### src/rtl/kyber_ntt_ctrl.sv
// kyber_ntt_ctrl: in-place 256-point Kyber NTT sequencer for a dual-port 256x12 RAM and an external butterfly unit.
// Defining KYBER_INTT_EN adds the mode input and bf_inv output for the inverse transform.
module kyber_ntt_ctrl #(
  parameter int BF_LAT = 2
) (
  input  logic       clk,
  input  logic       rst_n,
  input  logic       start,
`ifdef KYBER_INTT_EN
  input  logic       mode,
  output logic       bf_inv,
`endif
  output logic       busy,
  output logic       done,
  output logic       ram_we,
  output logic [7:0] ram_addr_a,
  output logic [7:0] ram_addr_b,
  output logic       bf_valid,
  output logic [6:0] bf_zeta_idx,
  output logic [2:0] ntt_layer
);
  typedef enum logic [1:0] {IDLE, READ, WAIT, WRITE} state_t;
  state_t state, nxt;
  logic [6:0] cnt, mask, g;
  logic [2:0] layer, sh;
  logic [3:0] wcnt;
  logic [7:0] len, j;
  logic inv, last;
  assign last = layer == 3'd6 && cnt == 7'd127;
  always_ff @(posedge clk or negedge rst_n) begin
    if (!rst_n) begin
      state <= IDLE;
      cnt   <= '0;
      layer <= '0;
      wcnt  <= '0;
      done  <= 1'b0;
`ifdef KYBER_INTT_EN
      inv   <= 1'b0;
`endif
    end else begin
      state <= nxt;
      done  <= state == WRITE && last;
      case (state)
        IDLE: if (start) begin
          cnt   <= '0;
          layer <= '0;
`ifdef KYBER_INTT_EN
          inv   <= mode;
`endif
        end
        READ:  wcnt <= '0;
        WAIT:  wcnt <= wcnt + 4'd1;
        WRITE: begin
          cnt <= cnt + 7'd1;
          if (cnt == 7'd127) layer <= last ? 3'd0 : layer + 3'd1;
        end
        default: ;
      endcase
    end
  end
`ifdef KYBER_INTT_EN
  assign bf_inv = inv;
`else
  assign inv = 1'b0;
`endif
  always_comb begin
    nxt = state;
    case (state)
      IDLE:    nxt = start ? READ : IDLE;
      READ:    nxt = WAIT;
      WAIT:    nxt = (wcnt == 4'(BF_LAT - 1)) ? WRITE : WAIT;
      WRITE:   nxt = last ? IDLE : READ;
      default: nxt = IDLE;
    endcase
  end
  // log2(len): forward halves len each layer, inverse doubles it
  always_comb begin
    sh   = inv ? layer + 3'd1 : 3'd7 - layer;
    len  = 8'd1 << sh;
    mask = 7'(len - 8'd1);
    g    = cnt >> sh;
    j    = {cnt & ~mask, 1'b0} + {1'b0, cnt & mask};
  end
  assign busy        = state != IDLE;
  assign ram_we      = state == WRITE;
  assign bf_valid    = state == WAIT && wcnt == 4'd0;
  assign ntt_layer   = layer;
  assign ram_addr_a  = busy ? j : 8'd0;
  assign ram_addr_b  = busy ? j + len : 8'd0;
  assign bf_zeta_idx = !busy ? 7'd0 :
                       inv ? 7'((8'd128 >> layer) - 8'd1) - g : (7'd1 << layer) + g;
endmodule

### config.mk
export PLATFORM = sky130hd
export DESIGN_NAME = kyber_ntt_ctrl
export DESIGN_NICKNAME = d
export VERILOG_FILES = /design/src/rtl/kyber_ntt_ctrl.sv
export SDC_FILE = /design/constraint.sdc
export NUM_CORES = 1
export LEC_CHECK = 0
export ABC_AREA = 1
export BUFFER_PORTS_ARGS = -buffer_cell sky130_fd_sc_hd__clkbuf_2
export CAP_MARGIN = 20
export CORE_UTILIZATION = 35
export DETAILED_ROUTE_END_ITERATION = 12
export HOLD_SLACK_MARGIN = 0.12
export PLACE_DENSITY = 0.57
export SYNTH_ARGS = -nofsm -noshare
export SYNTH_HDL_FRONTEND = slang
export SYNTH_SLANG_ARGS = --single-unit
### constraint.sdc
create_clock -name clk -period 4.5 [get_ports clk]
set_input_delay 0.225 -clock clk [delete_from_list [all_inputs] [get_ports clk]]
set_output_delay 0.225 -clock clk [all_outputs]
set_load 0.03 [all_outputs]
# Yosys cells after proc, flatten, opt, wreduce, memory -nomap -nowiden
# Index checks and enable logic that the tools add are counted.
# word_totals
register_bits,17
latchBits,0
ramBits,0
rom_bits,0
input_bits,3
memories,0
# op_classes
n_addsub,8
n_mul,0
div,0
magnitude_cmp,0
n_eq_ne,8
n_shift,3
mux,14
n_bitwise,3
n_reduce_logical,10
# ops
operator,n
8-bit 2-to-1 mux,2
7-bit AND,2
7-bit 2-to-1 mux,2
7-bit case mux with 2 select lines,1
3-bit 2-to-1 mux,3
8-bit by 7-bit adder with 8-bit output,1
8-bit adder,1
2-bit case mux with 4 select lines,1
4-bit case mux with 2 select lines,1
"1-bit by 3-bit left shift with 8-bit output, first input constant",1
"7-bit by 1-bit adder with 7-bit output, second input constant",1
7-bit adder,1
"7-bit equality test, second input constant",1
7-bit inverter,1
"1-bit by 3-bit left shift with 7-bit output, first input constant",1
7-bit by 3-bit >> shifter with 7-bit output,1
"7-bit by 1-bit subtractor with 7-bit output, second input constant",1
3-bit case mux with 2 select lines,1
2-bit nonzero test,3
"4-bit by 1-bit adder with 4-bit output, second input constant",1
"2-bit equality test, second input constant",2
"4-bit by 1-bit equality test with 1-bit output, second input constant",1
4-bit zero test,1
"3-bit by 1-bit adder with 3-bit output, second input constant",1
other kinds (10),14

# Logic depth before layout (Yosys ltp)
# Gate-level depths: netlist (run 1).
# depth
depth_word,8
ltp_mapped,24
ltp_nobuf,23

# Worst setup path before layout (run 1)
# No wires, ideal clock.
# synth_path
kind,register to output
start,"reg layer[0], in the netlist ntt_layer[0]"
end,out ram_addr_b[7]
arrival_ns,4.026
required_ns,4.275
slack_ns,0.249
stages_incl_launch_ff,24
path_buffers,1
path_cell_list,dfrtp_1 clkbuf_1 inv_1 ha_1 nand2_2 inv_2 nor3_1 xor2_1 inv_1 nor2_1 ha_1 a21oi_1 nand2_1 a21oi_1 nor2_1 nor2_1 xnor2_1 ha_1 a21o_1 a31oi_1 o21ai_1 inv_1 a21oi_1 nor2_1
# synth_between
elab_chain_cells,8
word_cells_on_any_way,9
cone_classes,add/sub (4); shift (1); mux (1); bitwise (3)
# synth_rtl
item,line_no,rtl
from (decl),25,"logic [2:0] layer, sh;"
from (signal assigned),55,if (cnt == 7'd127) layer <= last ? 3'd0 : layer + 3'd1;
3-bit subtractor (*),78,sh = inv ? layer + 3'd1 : 3'd7 - layer;
1-bit by 3-bit left shift with 8-bit output (*),79,len = 8'd1 << sh;
7-bit by 1-bit subtractor with 7-bit output,80,mask = 7'(len - 8'd1);
7-bit inverter,82,"j = {cnt & ~mask, 1'b0} + {1'b0, cnt & mask};"
7-bit AND,82,
8-bit by 7-bit adder with 8-bit output,82,
8-bit adder (*),89,assign ram_addr_b = busy ? j + len : 8'd0;
8-bit 2-to-1 mux (*),89,
to (decl),17,"output logic [7:0] ram_addr_b,"
# Every way passes the cells marked *; elsewhere a longest branch is shown, timed or not.

# Worst setup path after layout (run 1)
# Ends and elaborated chain as after synthesis.

==> results of run 1 <==
routing by layer:
layer | vias to the layer above | global-route usage [%] | part of all wire (%)
met4 | 0 | 4.11 | 1.3
met5 | - | 0 | 0
met3 | 9 | 1.25 | 2.2
li1 | 1162 | - | -
met2 | 29 | 30.8 | 46
met1 | 993 | 23.2 | 50
sequential cells by signal, indices dropped and copies added (netlist names):
signal / flops
done: 1
wcnt: 4
cnt: 7
ntt_layer: 3
state: 2
cell families (layout without fill, tap and decap cells):
family	after synthesis	after routing	share of synthesized area (%)
AO/OA/AOI/OAI	76	76	19.6
buffers and inverters	63	99	11.2
adder cells (fa/ha/maj)	32	32	19.2
AND/OR/NAND/NOR	134	134	26.4
other	1	1	0.174
flip-flops	17	17	19.7
XOR/XNOR	9	9	3.65
power groups by stage:
stage / clock [W] / sequential [W] / combinational [W]
after floorplan: 0 / 0.000156 / 0.00000160
after global placement: 0 / 0.000156 / 0.00000588
after detailed placement: 0 / 0.000156 / 0.00000594
after CTS: 0.000118 / 0.000153 / 0.00000661
after global routing: 0.000125 / 0.000153 / 0.00000745
final: 0.000112 / 0.000153 / 0.00000632
final cells by class:
class | count | area, sq um | area share, %
multi-input cells | 252 | 1530 | 61.0
flip-flops and latches | 17 | 427 | 17.0
inverters | 59 | 221 | 8.82
repair buffers | 36 | 193 | 7.68
well taps | 75 | 93.8 | 3.74
clock buffers | 4 | 45.0 | 1.79
worst max-delay path, delay by kind of cell, from the launching register on:
kind	cells	cell delay, ns
adders and majority gates	4	1.04
AOI/OAI and AO/OA	5	0.72
and+or+nand+nor	8	0.70
buffers and inverters	4	0.42
DFF	1	0.43
xor gates and xnor gates	2	0.35
stage by stage:
stage	instances	setup WS (ns)	utilization (%)	instance area [sq um]
2_1_floorplan	332	0.249	-	2160
3_3_place_gp	437	0.497	40.7	2410
3_5_place_dp	437	0.478	40.7	2410
4_1_cts	442	0.175	41.6	2460
5_1_grt	443	0.0197	42.4	2510
6_report	443	0.362	42.4	2510
Yosys cell counts (all sizes together), types with 3 or more instances:
library cell	count	area share, %
xor2	7	2.8
nor3	11	2.6
o22ai	3	0.87
nand3	21	4.9
a31oi	3	0.87
ha	30	17
dfrtp	17	20
a21oi	34	8.1
nor2	43	7.5
nand4	3	0.87
inv	58	10
o21ai	27	6.4
nand2	51	9.2
o21bai	3	1.0
what timing repair did:
| item | in CTS | in global routing |
|---|---|---|
| hold buffers | 1 | 0 |
| gates resized for setup | 0 | 11 |
| endpoints found under the setup margin | 0 | 3 |
| buffers inserted | 0 | 1 |
| endpoints found under the hold margin | 17 | 0 |
how the worst max path moves through the flow:
| stage | start | endpoint | slack, ns |
|---|---|---|---|
| global placement | ntt_layer[1] | ram_addr_b[6] | 0.50 |
| finish | ntt_layer[0] | ram_addr_b[7] | 0.36 |
| CTS | ntt_layer[1] | ram_addr_b[6] | 0.17 |
| detailed placement | ntt_layer[1] | ram_addr_b[7] | 0.48 |
| global route | ntt_layer[0] | ram_addr_b[7] | 0.02 |
| floorplan | ntt_layer[0] | ram_addr_b[7] | 0.25 |
==> impl_metrics.csv, run 1 <==
group,metric,value,unit
outcome,outcome,"complete, no violations",
global_route,grt_pass1_vias,1969,
power,irDropWorstVdd,140,uV
timing,setup_viol,0,
power,power_frac_seq,56.4,%
power,clkPwrFrac,41.3,%
timing,whs,0.248,ns
final_layout,drive_above_1_share,16.0,%
clock_network,cts-root-buf,"clkbuf_8",
power,p_int,0.000217,W
synthesis,synth_fp_nets,367,
global_route,grt_pass1_wl,8980,microns
drt,drt-total-wl,5410,microns
power,swShare,19.9,%
drt,vias,2193,
clock_network,clk_latency,0.25,ns
timing,fin_crit,4.14,ns
hold_path,hold_path.startpoint,"start",
worst_setup_path,r2r_start,"state[0]",
global_route,gr-usage-all-layers,17.6,%
power,switchingPower,0.0000538,W
worst_setup_path,path_class,"reg -> out",
power,total_power,0.000271,W
final_layout,final_common_cell,"inv_1",
clock_network,clk_pin_slew,0.06,ns
hold_path,hold_path_end,"state[0]",
synthesis,yosysSeqAreaShare,19.7,%
synthesis,synth-edff-count,0,
clock_network,cts_buffer_depth,2,
timing,min_period_over_period,92.0,%
worst_setup_path,crit_arrival,3.91,ns
worst_setup_path,r2r_cells,10,
power,p_per_area,108,nW/um^2
drt,wl_per_cell,12.2,microns
floorplan,rows,28,
timing,worst_pin_slew,0.674,ns
worst_setup_path,max_stage_delay,0.43,ns
worst_setup_path,cp_max_fo,6,
global_route,grt_overflow_total,0,
synthesis,ys.flop_type,"dfrtp_1",
timing,setup_tns,0,ns
clock_network,tritoncts,"yes",
synthesis,yosysUniqueCellTypes,34,
clock_network,ctsHtreeMaxLevel,1,
global_route,grt_start_max_net_pins,18,
synthesis,syn_area_per_cell,6.50,sq um
worst_setup_path,path_cells,"inv_1, ha_1, nand2_2, ha_2, xor2_1, inv_1, nor2_1, ha_1, a21oi_1, nand2_1, a21oi_1, nor2_1, nor2_1, xnor2_1, ha_1, a21o_1, a31oi_1, o21ai_1, inv_1, nand3_1, nand2_1, nor2_1, clkbuf_2",
placement,hpwl,4390,microns
hold_path,min_path_type,"in -> reg",
final_layout,nFillCells,625,
power,combPwrFrac,2.3,%
worst_setup_path,cp_slowest_cell,"dfrtp_1",
final_layout,mostFrequentLayoutCells,"inv_1, nand2_1, nor2_1",
floorplan,core,5920,sq um
worst_setup_path,worst_ep_required_time,4.28,ns
worst_setup_path,cp-end-kind,"primary output",
hold_path,holdPathStages,3,
clock_network,cts.sinks,17,
placement,globalplace.congestion,0.864,
timing,hold_viol_final,0,
floorplan,fp.dieW,80.5,microns
final_layout,syn_to_final_growth,16.3,%
synthesis,synth-async-reset-ratio,100,%
floorplan,fp.dieArea,6480,sq um
timing,drv_slew,0,
drt,drtIter0Drc,99,
worst_setup_path,reg2reg_to,"cnt[4]",
drt,post_drt_via_cell_ratio,4.95,
timing,fin_worst_skew,0.00442,ns
final_layout,insertedDiodeCount,0,
power,leakage,1.41,nW
worst_setup_path,path_common_cell,"nor2_1",
final_layout,nets,404,
worst_setup_path,ff2ff_setup_slack,2.33,ns
timing,timing.fmax,242,MHz
synthesis,synthesis.area,2160,sq um
floorplan,die_h,80.5,microns
timing,rsz0062_at_grt,"false",
run,maxCapViolations,0,
global_route,grt_antenna_before_repair,0,
drt,drcViolationCount,0,
clock_network,cts_buffers,3,
drt,detail-route-antenna-nets,0,
floorplan,initial_core_util,36.5,%
synthesis,yosys_warnings,0,
worst_setup_path,cp-start-kind,"flip-flop",
placement,io_buffers,32,
synthesis,postSynthCellCount,332,
timing,maxSlewHeadroom,55.1,%
synthesis,synth_seq_cells,17,
drt,firstDrtPassIters,4,
floorplan,io_pins,33,
(Power assumes the default switching activity.)
==> inputs of run 2 (changes only) <==
--- a/config.mk
+++ b/config.mk
@@ -11,7 +11,7 @@
 export CORE_UTILIZATION = 35
 export DETAILED_ROUTE_END_ITERATION = 12
 export HOLD_SLACK_MARGIN = 0.12
-export PLACE_DENSITY = 0.57
+export PLACE_DENSITY = 0.58
 export SYNTH_ARGS = -nofsm -noshare
 export SYNTH_HDL_FRONTEND = slang
 export SYNTH_SLANG_ARGS = --single-unit
==> run 2 against run 1 <==
First-iteration DRC count increased by 2.0%. Core utilization down 0.23 points. Sequential share of layout area is 0.094 points higher. Critical path depth fell by 4. Global-route usage increased by 0.92 points. Clock skew rose by 0.0020 ns. Via count grew 1.3%. Cell count up 0.23%. Final area shrank 0.55%. Sequential cell count stayed put. Die area unchanged. Routed wire length is 0.41% lower. Critical endpoint is now ram_addr_b[6]. Highest routed layer unchanged.
==> impl_metrics.csv, run 2 (synthesis results as in run 1) <==
group,metric,value,unit
outcome,outcome,"complete, no violations",
placement,io_buffers,32,
worst_setup_path,cp_max_fo,6,
global_route,grt_pass1_vias,2037,
power,leakage,1.41,nW
worst_setup_path,reg2reg_to,"cnt[4]",
clock_network,cts_buffer_depth,2,
final_layout,top_register,"cnt",
final_layout,final_cell_area,2500,sq um
placement,hpwl,4420,microns
final_layout,largest_reg_flops,7,
worst_setup_path,path_cells,"inv_1, ha_1, nand2_2, ha_1, xor2_2, nor2_1, inv_1, fa_1, o21bai_1, xor2_1, inv_1, ha_2, nand2_1, nor3_1, a21oi_1, nand2_1, nand2_1, nor2_1, buf_2",
worst_setup_path,cp-end-kind,"primary output",
drt,detail-route-antenna-nets,0,
power,total_power,0.000273,W
floorplan,initial_core_util,36.5,%
worst_setup_path,ff2ff_setup_slack,2.39,ns
placement,dpl_cell_area,2410,sq um
global_route,gr-usage-all-layers,18.5,%
hold_path,holdPathStages,3,
floorplan,rows,28,
global_route,grt_antenna_before_repair,0,
drt,drcViolationCount,0,
drt,post_drt_via_cell_ratio,5.00,
clock_network,cts-root-buf,"clkbuf_8",
final_layout,seqCellArea,427,sq um
clock_network,cts_buffers,3,
hold_path,hold_path.startpoint,"start",
hold_path,min_path_type,"in -> reg",
worst_setup_path,r2r_cells,10,
drt,firstDrtPassIters,4,
global_route,grt_overflow_total,0,
floorplan,die_h,80.5,microns
placement,globalplace.congestion,0.835,
worst_setup_path,cp_slowest_cell,"fa_1",
clock_network,clk_pin_slew,0.07,ns
clock_network,clk_latency,0.26,ns
final_layout,mostFrequentLayoutCells,"inv_1, nand2_1, nor2_1",
timing,min_period_over_period,92.4,%
power,p_int,0.000216,W
drt,wl_per_cell,12.1,microns
drt,drtIter0Drc,101,
timing,rsz0062_at_grt,"true",
worst_setup_path,r2r_start,"state[0]",
worst_setup_path,crit_arrival,3.93,ns
power,switchingPower,0.0000574,W
floorplan,fp.dieW,80.5,microns
worst_setup_path,path_class,"reg -> out",
final_layout,insertedDiodeCount,0,
final_layout,nets,405,
run,maxCapViolations,0,
floorplan,io_pins,33,
floorplan,fp.dieArea,6480,sq um
timing,maxSlewHeadroom,58.0,%
global_route,grt_start_max_net_pins,18,
final_layout,syn_to_final_growth,15.7,%
worst_setup_path,cp-start-kind,"flip-flop",
power,power_frac_seq,55.9,%
timing,fin_worst_skew,0.00637,ns
power,irDropWorstVdd,166,uV
timing,fin_ws,0.344,ns
worst_setup_path,setup.worst_path.start,"ntt_layer[0]",
power,swShare,21.0,%
timing,fin_crit,4.16,ns
timing,hold_viol_final,0,
clock_network,cts.sinks,17,
timing,timing.fmax,241,MHz
power,clkPwrFrac,41.8,%
drt,drt-total-wl,5390,microns
timing,drv_slew,0,
floorplan,core,5920,sq um
timing,worst_pin_slew,0.631,ns
power,combPwrFrac,2.3,%
placement,place_ws,0.510,ns
final_layout,nFillCells,657,
hold_path,hold_path_end,"state[0]",
final_layout,drive_above_1_share,15.7,%
clock_network,ctsHtreeMaxLevel,1,
worst_setup_path,max_stage_delay,0.48,ns
final_layout,multi_input_area,1510,sq um
power,p_per_area,110,nW/um^2
timing,setup_viol,0,
drt,vias,2222,
final_layout,final_common_cell,"inv_1",
global_route,grt_pass1_wl,9360,microns
worst_setup_path,worst_ep_required_time,4.28,ns
clock_network,tritoncts,"yes",
run 2: changes by cell type in the layout (fill, tap and decap cells not counted), sizes merged:
cell    previous run  this run
clkinv             1         2
run 2: stage by stage:
step	util (%)	hold WS (ns)	TNS, ns	std cells
after global routing	42.2	0.301	-0.0692	444
after floorplan	-	-0.0706	0	332
final	42.2	0.251	0	444
after global placement	40.7	0.180	0	437
after detailed placement	40.7	0.182	0	437
after CTS	41.6	0.261	0	442
run 2: worst max-delay path by stage:
stage,to,slack [ns],cells past startpoint
finish,ram_addr_b[6],0.34,19
global route,ram_addr_b[7],-0.05,24
CTS,ram_addr_b[6],0.21,19
detailed placement,ram_addr_b[6],0.51,19
global placement,ram_addr_b[6],0.51,19
floorplan,ram_addr_b[7],0.25,23
run 2: repair_timing:
action,in CTS,in global routing
hold buffers,1,0
endpoints found under the setup margin,0,4
hold endpoints to repair,17,0
setup buffers,0,2
resized for setup,0,7
run 2: power by group through the flow:
| stage | Clock (W) | Combinational, W | Sequential (W) |
|---|---|---|---|
| 2_1_floorplan | 0 | 0.00000160 | 0.000156 |
| 3_5_place_dp | 0 | 0.00000592 | 0.000156 |
| 3_3_place_gp | 0 | 0.00000586 | 0.000156 |
| 5_1_grt | 0.000125 | 0.00000737 | 0.000153 |
| 6_report | 0.000114 | 0.00000628 | 0.000153 |
| 4_1_cts | 0.000119 | 0.00000658 | 0.000153 |
run 2: metal layers:
| metal | vias to the layer above | routed length (microns) | track usage (%) | share of wire, % |
|---|---|---|---|---|
| met5 | - | 0 | 0 | 0 |
| met1 | 1001 | 2620 | 24.1 | 49 |
| met3 | 12 | 188 | 1.48 | 3.5 |
| met4 | 0 | 105 | 6.61 | 1.9 |
| li1 | 1167 | - | - | - |
| met2 | 42 | 2480 | 31.6 | 46 |
run 2: worst max-delay path, delay by kind of cell (launching register included):
kind | cells | cell delay [ns]
AO/OA/AOI/OAI | 2 | 0.29
XOR/XNOR | 2 | 0.39
adder cells (fa/ha/maj) | 4 | 1.35
buffers and inverters | 4 | 0.48
flip-flops | 1 | 0.43
AND/OR/NAND/NOR | 7 | 0.72
run 2: final cells by class:
cell class                      instances  share of cell area, %
Multi-Input combinational cell        252                   60.6
Sequential cell                        17                   17.1
Inverter                               59                   8.87
Timing Repair Buffer                   37                   7.87
Tap cell                               75                   3.76
Clock buffer                            3                   1.65
Clock inverter                          1                  0.201
==> inputs of run 3 (changes only) <==
--- a/config.mk
+++ b/config.mk
@@ -8,10 +8,10 @@
 export ABC_AREA = 1
 export BUFFER_PORTS_ARGS = -buffer_cell sky130_fd_sc_hd__clkbuf_2
 export CAP_MARGIN = 20
-export CORE_UTILIZATION = 35
+export CORE_UTILIZATION = 58
 export DETAILED_ROUTE_END_ITERATION = 12
 export HOLD_SLACK_MARGIN = 0.12
-export PLACE_DENSITY = 0.58
+export PLACE_DENSITY = 0.85
 export SYNTH_ARGS = -nofsm -noshare
 export SYNTH_HDL_FRONTEND = slang
 export SYNTH_SLANG_ARGS = --single-unit
==> run 3 against run 2 <==
Power is 0.89% lower. Combinational power about the same. Die area is 39% lower. Routed wire length fell by 9.7%. Sequential power about the same. Clock skew fell by 0.0058 ns. Core utilization increased by 30 points. Worst setup slack lost 0.073 ns. Final area about the same. Maximum frequency decreased by 1.7%. Largest cell class unchanged.
==> impl_metrics.csv, run 3 (synthesis results as in run 1) <==
group,metric,value,unit
worst_setup_path,cp_slowest_cell,"dfrtp_2",
placement,io_buffers,32,
floorplan,fp.dieW,63,microns
final_layout,insertedDiodeCount,0,
timing,whs,0.269,ns
clock_network,clk_latency,0.25,ns
clock_network,cts_buffers,3,
clock_network,cts_buffer_depth,2,
clock_network,ctsHtreeMaxLevel,1,
global_route,grt_pass1_vias,2072,
clock_network,clk_pin_slew,0.06,ns
placement,dpl_cell_area,2380,sq um
worst_setup_path,path_cells,"buf_4, ha_1, nand2_4, inv_2, nor3_4, xor2_1, inv_1, nor2_1, ha_1, a21oi_2, nand2_1, a21oi_2, nor2_1, nor2_1, xnor2_1, ha_1, a21o_1, a31oi_1, o21ai_1, inv_1, nand3_1, nand2_1, nor2_1, clkbuf_2",
power,leakage,1.43,nW
timing,timing.fmax,236,MHz
worst_setup_path,path_common_cell,"nor2_1",
timing,fin_ws,0.271,ns
drt,firstDrtPassIters,4,
placement,globalplace.congestion,0.928,
hold_path,min_path_type,"in -> reg",
drt,post_drt_via_cell_ratio,5.38,
worst_setup_path,cp_top_family,"simple AND/OR/NAND/NOR gates",
final_layout,mostFrequentLayoutCells,"inv_1, nand2_1, nor2_1",
clock_network,tritoncts,"yes",
power,p_per_area,109,nW/um^2
global_route,grt_antenna_before_repair,0,
drt,drcViolationCount,0,
worst_setup_path,worst_ep_required_time,4.28,ns
worst_setup_path,cp_max_fo,12,
worst_setup_path,cp-end-kind,"primary output",
final_layout,nets,406,
floorplan,initial_core_util,62.7,%
timing,fin_worst_skew,0.000562,ns
run,maxCapViolations,0,
outcome,outcome,"complete, no violations",
global_route,grt_start_max_net_pins,18,
floorplan,rows,21,
floorplan,core,3440,sq um
power,irDropWorstVdd,150,uV
final_layout,syn_to_final_growth,15.6,%
floorplan,die_h,63,microns
global_route,grt_pass1_wl,8580,microns
final_layout,top_register,"cnt",
timing,drv_slew,0,
timing,setup_viol,0,
final_layout,final_cell_area,2490,sq um
drt,wl_per_cell,11.7,microns
clock_network,cts-root-buf,"clkbuf_8",
worst_setup_path,path_buf_inv,5,
final_layout,final_common_cell,"inv_1",
placement,hpwl,3860,microns
worst_setup_path,crit_arrival,4.00,ns
placement,place_ws,0.385,ns
final_layout,largest_reg_flops,7,
floorplan,io_pins,33,
timing,hold_viol_final,0,
drt,vias,2240,
timing,fin_crit,4.23,ns
worst_setup_path,path_class,"reg -> out",
drt,detail-route-antenna-nets,0,
drt,drtIter0Drc,101,
worst_setup_path,max_stage_delay,0.44,ns
floorplan,fp.dieArea,3970,sq um
final_layout,drive_above_1_share,16.8,%
global_route,gr-usage-all-layers,26.3,%
timing,setup_tns,0,ns
timing,min_period_over_period,94.0,%
worst_setup_path,cp-start-kind,"flip-flop",
global_route,grt_overflow_total,0,
drt,drt-total-wl,4860,microns
clock_network,cts.sinks,17,
run 3: final cells by class:
class / count / area [sq um]
multi-input cells: 252 / 1540
fillers: 292 / 947
flip-flops and latches: 17 / 428
inverters: 59 / 221
repair buffers: 38 / 208
well taps: 46 / 57.6
clock buffers: 4 / 45.0
run 3: worst register-to-register path, cell delays in order (launching register included):
cell and delay, ns:
dfrtp_1 0.38, inv_1 0.08, ha_1 0.14, buf_4 0.20, nand2_1 0.11, o21a_1 0.16
inv_2 0.14, nand2_1 0.07, nor2_1 0.14, nand2_1 0.09, o22ai_1 0.13, a21oi_1 0.06
run 3: path summary, 6_finish.rpt:
check,startpoint,to,slack [ns],cells after the start
max,ntt_layer[0],ram_addr_b[7],0.27,24
min,start,state[0],0.27,3
max reg2reg,state[0],cnt[4],2.65,11
min reg2reg,wcnt[3],wcnt[3],0.56,2
max in group asynchronous,rst_n,ntt_layer[1],3.76,2
min in group asynchronous,rst_n,cnt[0],0.43,2
run 3: timing repair:
item                                    CTS  global route
hold endpoints to repair                 17             0
hold buffers                              1             0
endpoints found under the setup margin    0             2
setup buffers                             0             2
gates resized for setup                   0            12
run 3: per-layer routing:
| metal | global-route usage, % | routed length (microns) |
|---|---|---|
| met2 | 47.4 | 2390 |
| met1 | 33.4 | 2230 |
| met4 | 7.85 | 69 |
| met5 | 0 | 0 |
| met3 | 1.09 | 174 |
run 3: power by group:
group / switching, W / total (W) / internal (W)
Combinational: 0.00000455 / 0.00000628 / 0.00000173
Sequential: 0 / 0.000153 / 0.000153
Clock: 0.0000490 / 0.000112 / 0.0000628
Total: 0.0000536 / 0.000271 / 0.000217
run 3: through the flow:
step,total power (W),util [%],std cells
floorplan,0.000157,-,332
finish,0.000271,72.5,416
CTS,0.000274,70.7,414
global placement,0.000161,69.1,409
global route,0.000278,72.5,416
detailed placement,0.000162,69.1,409
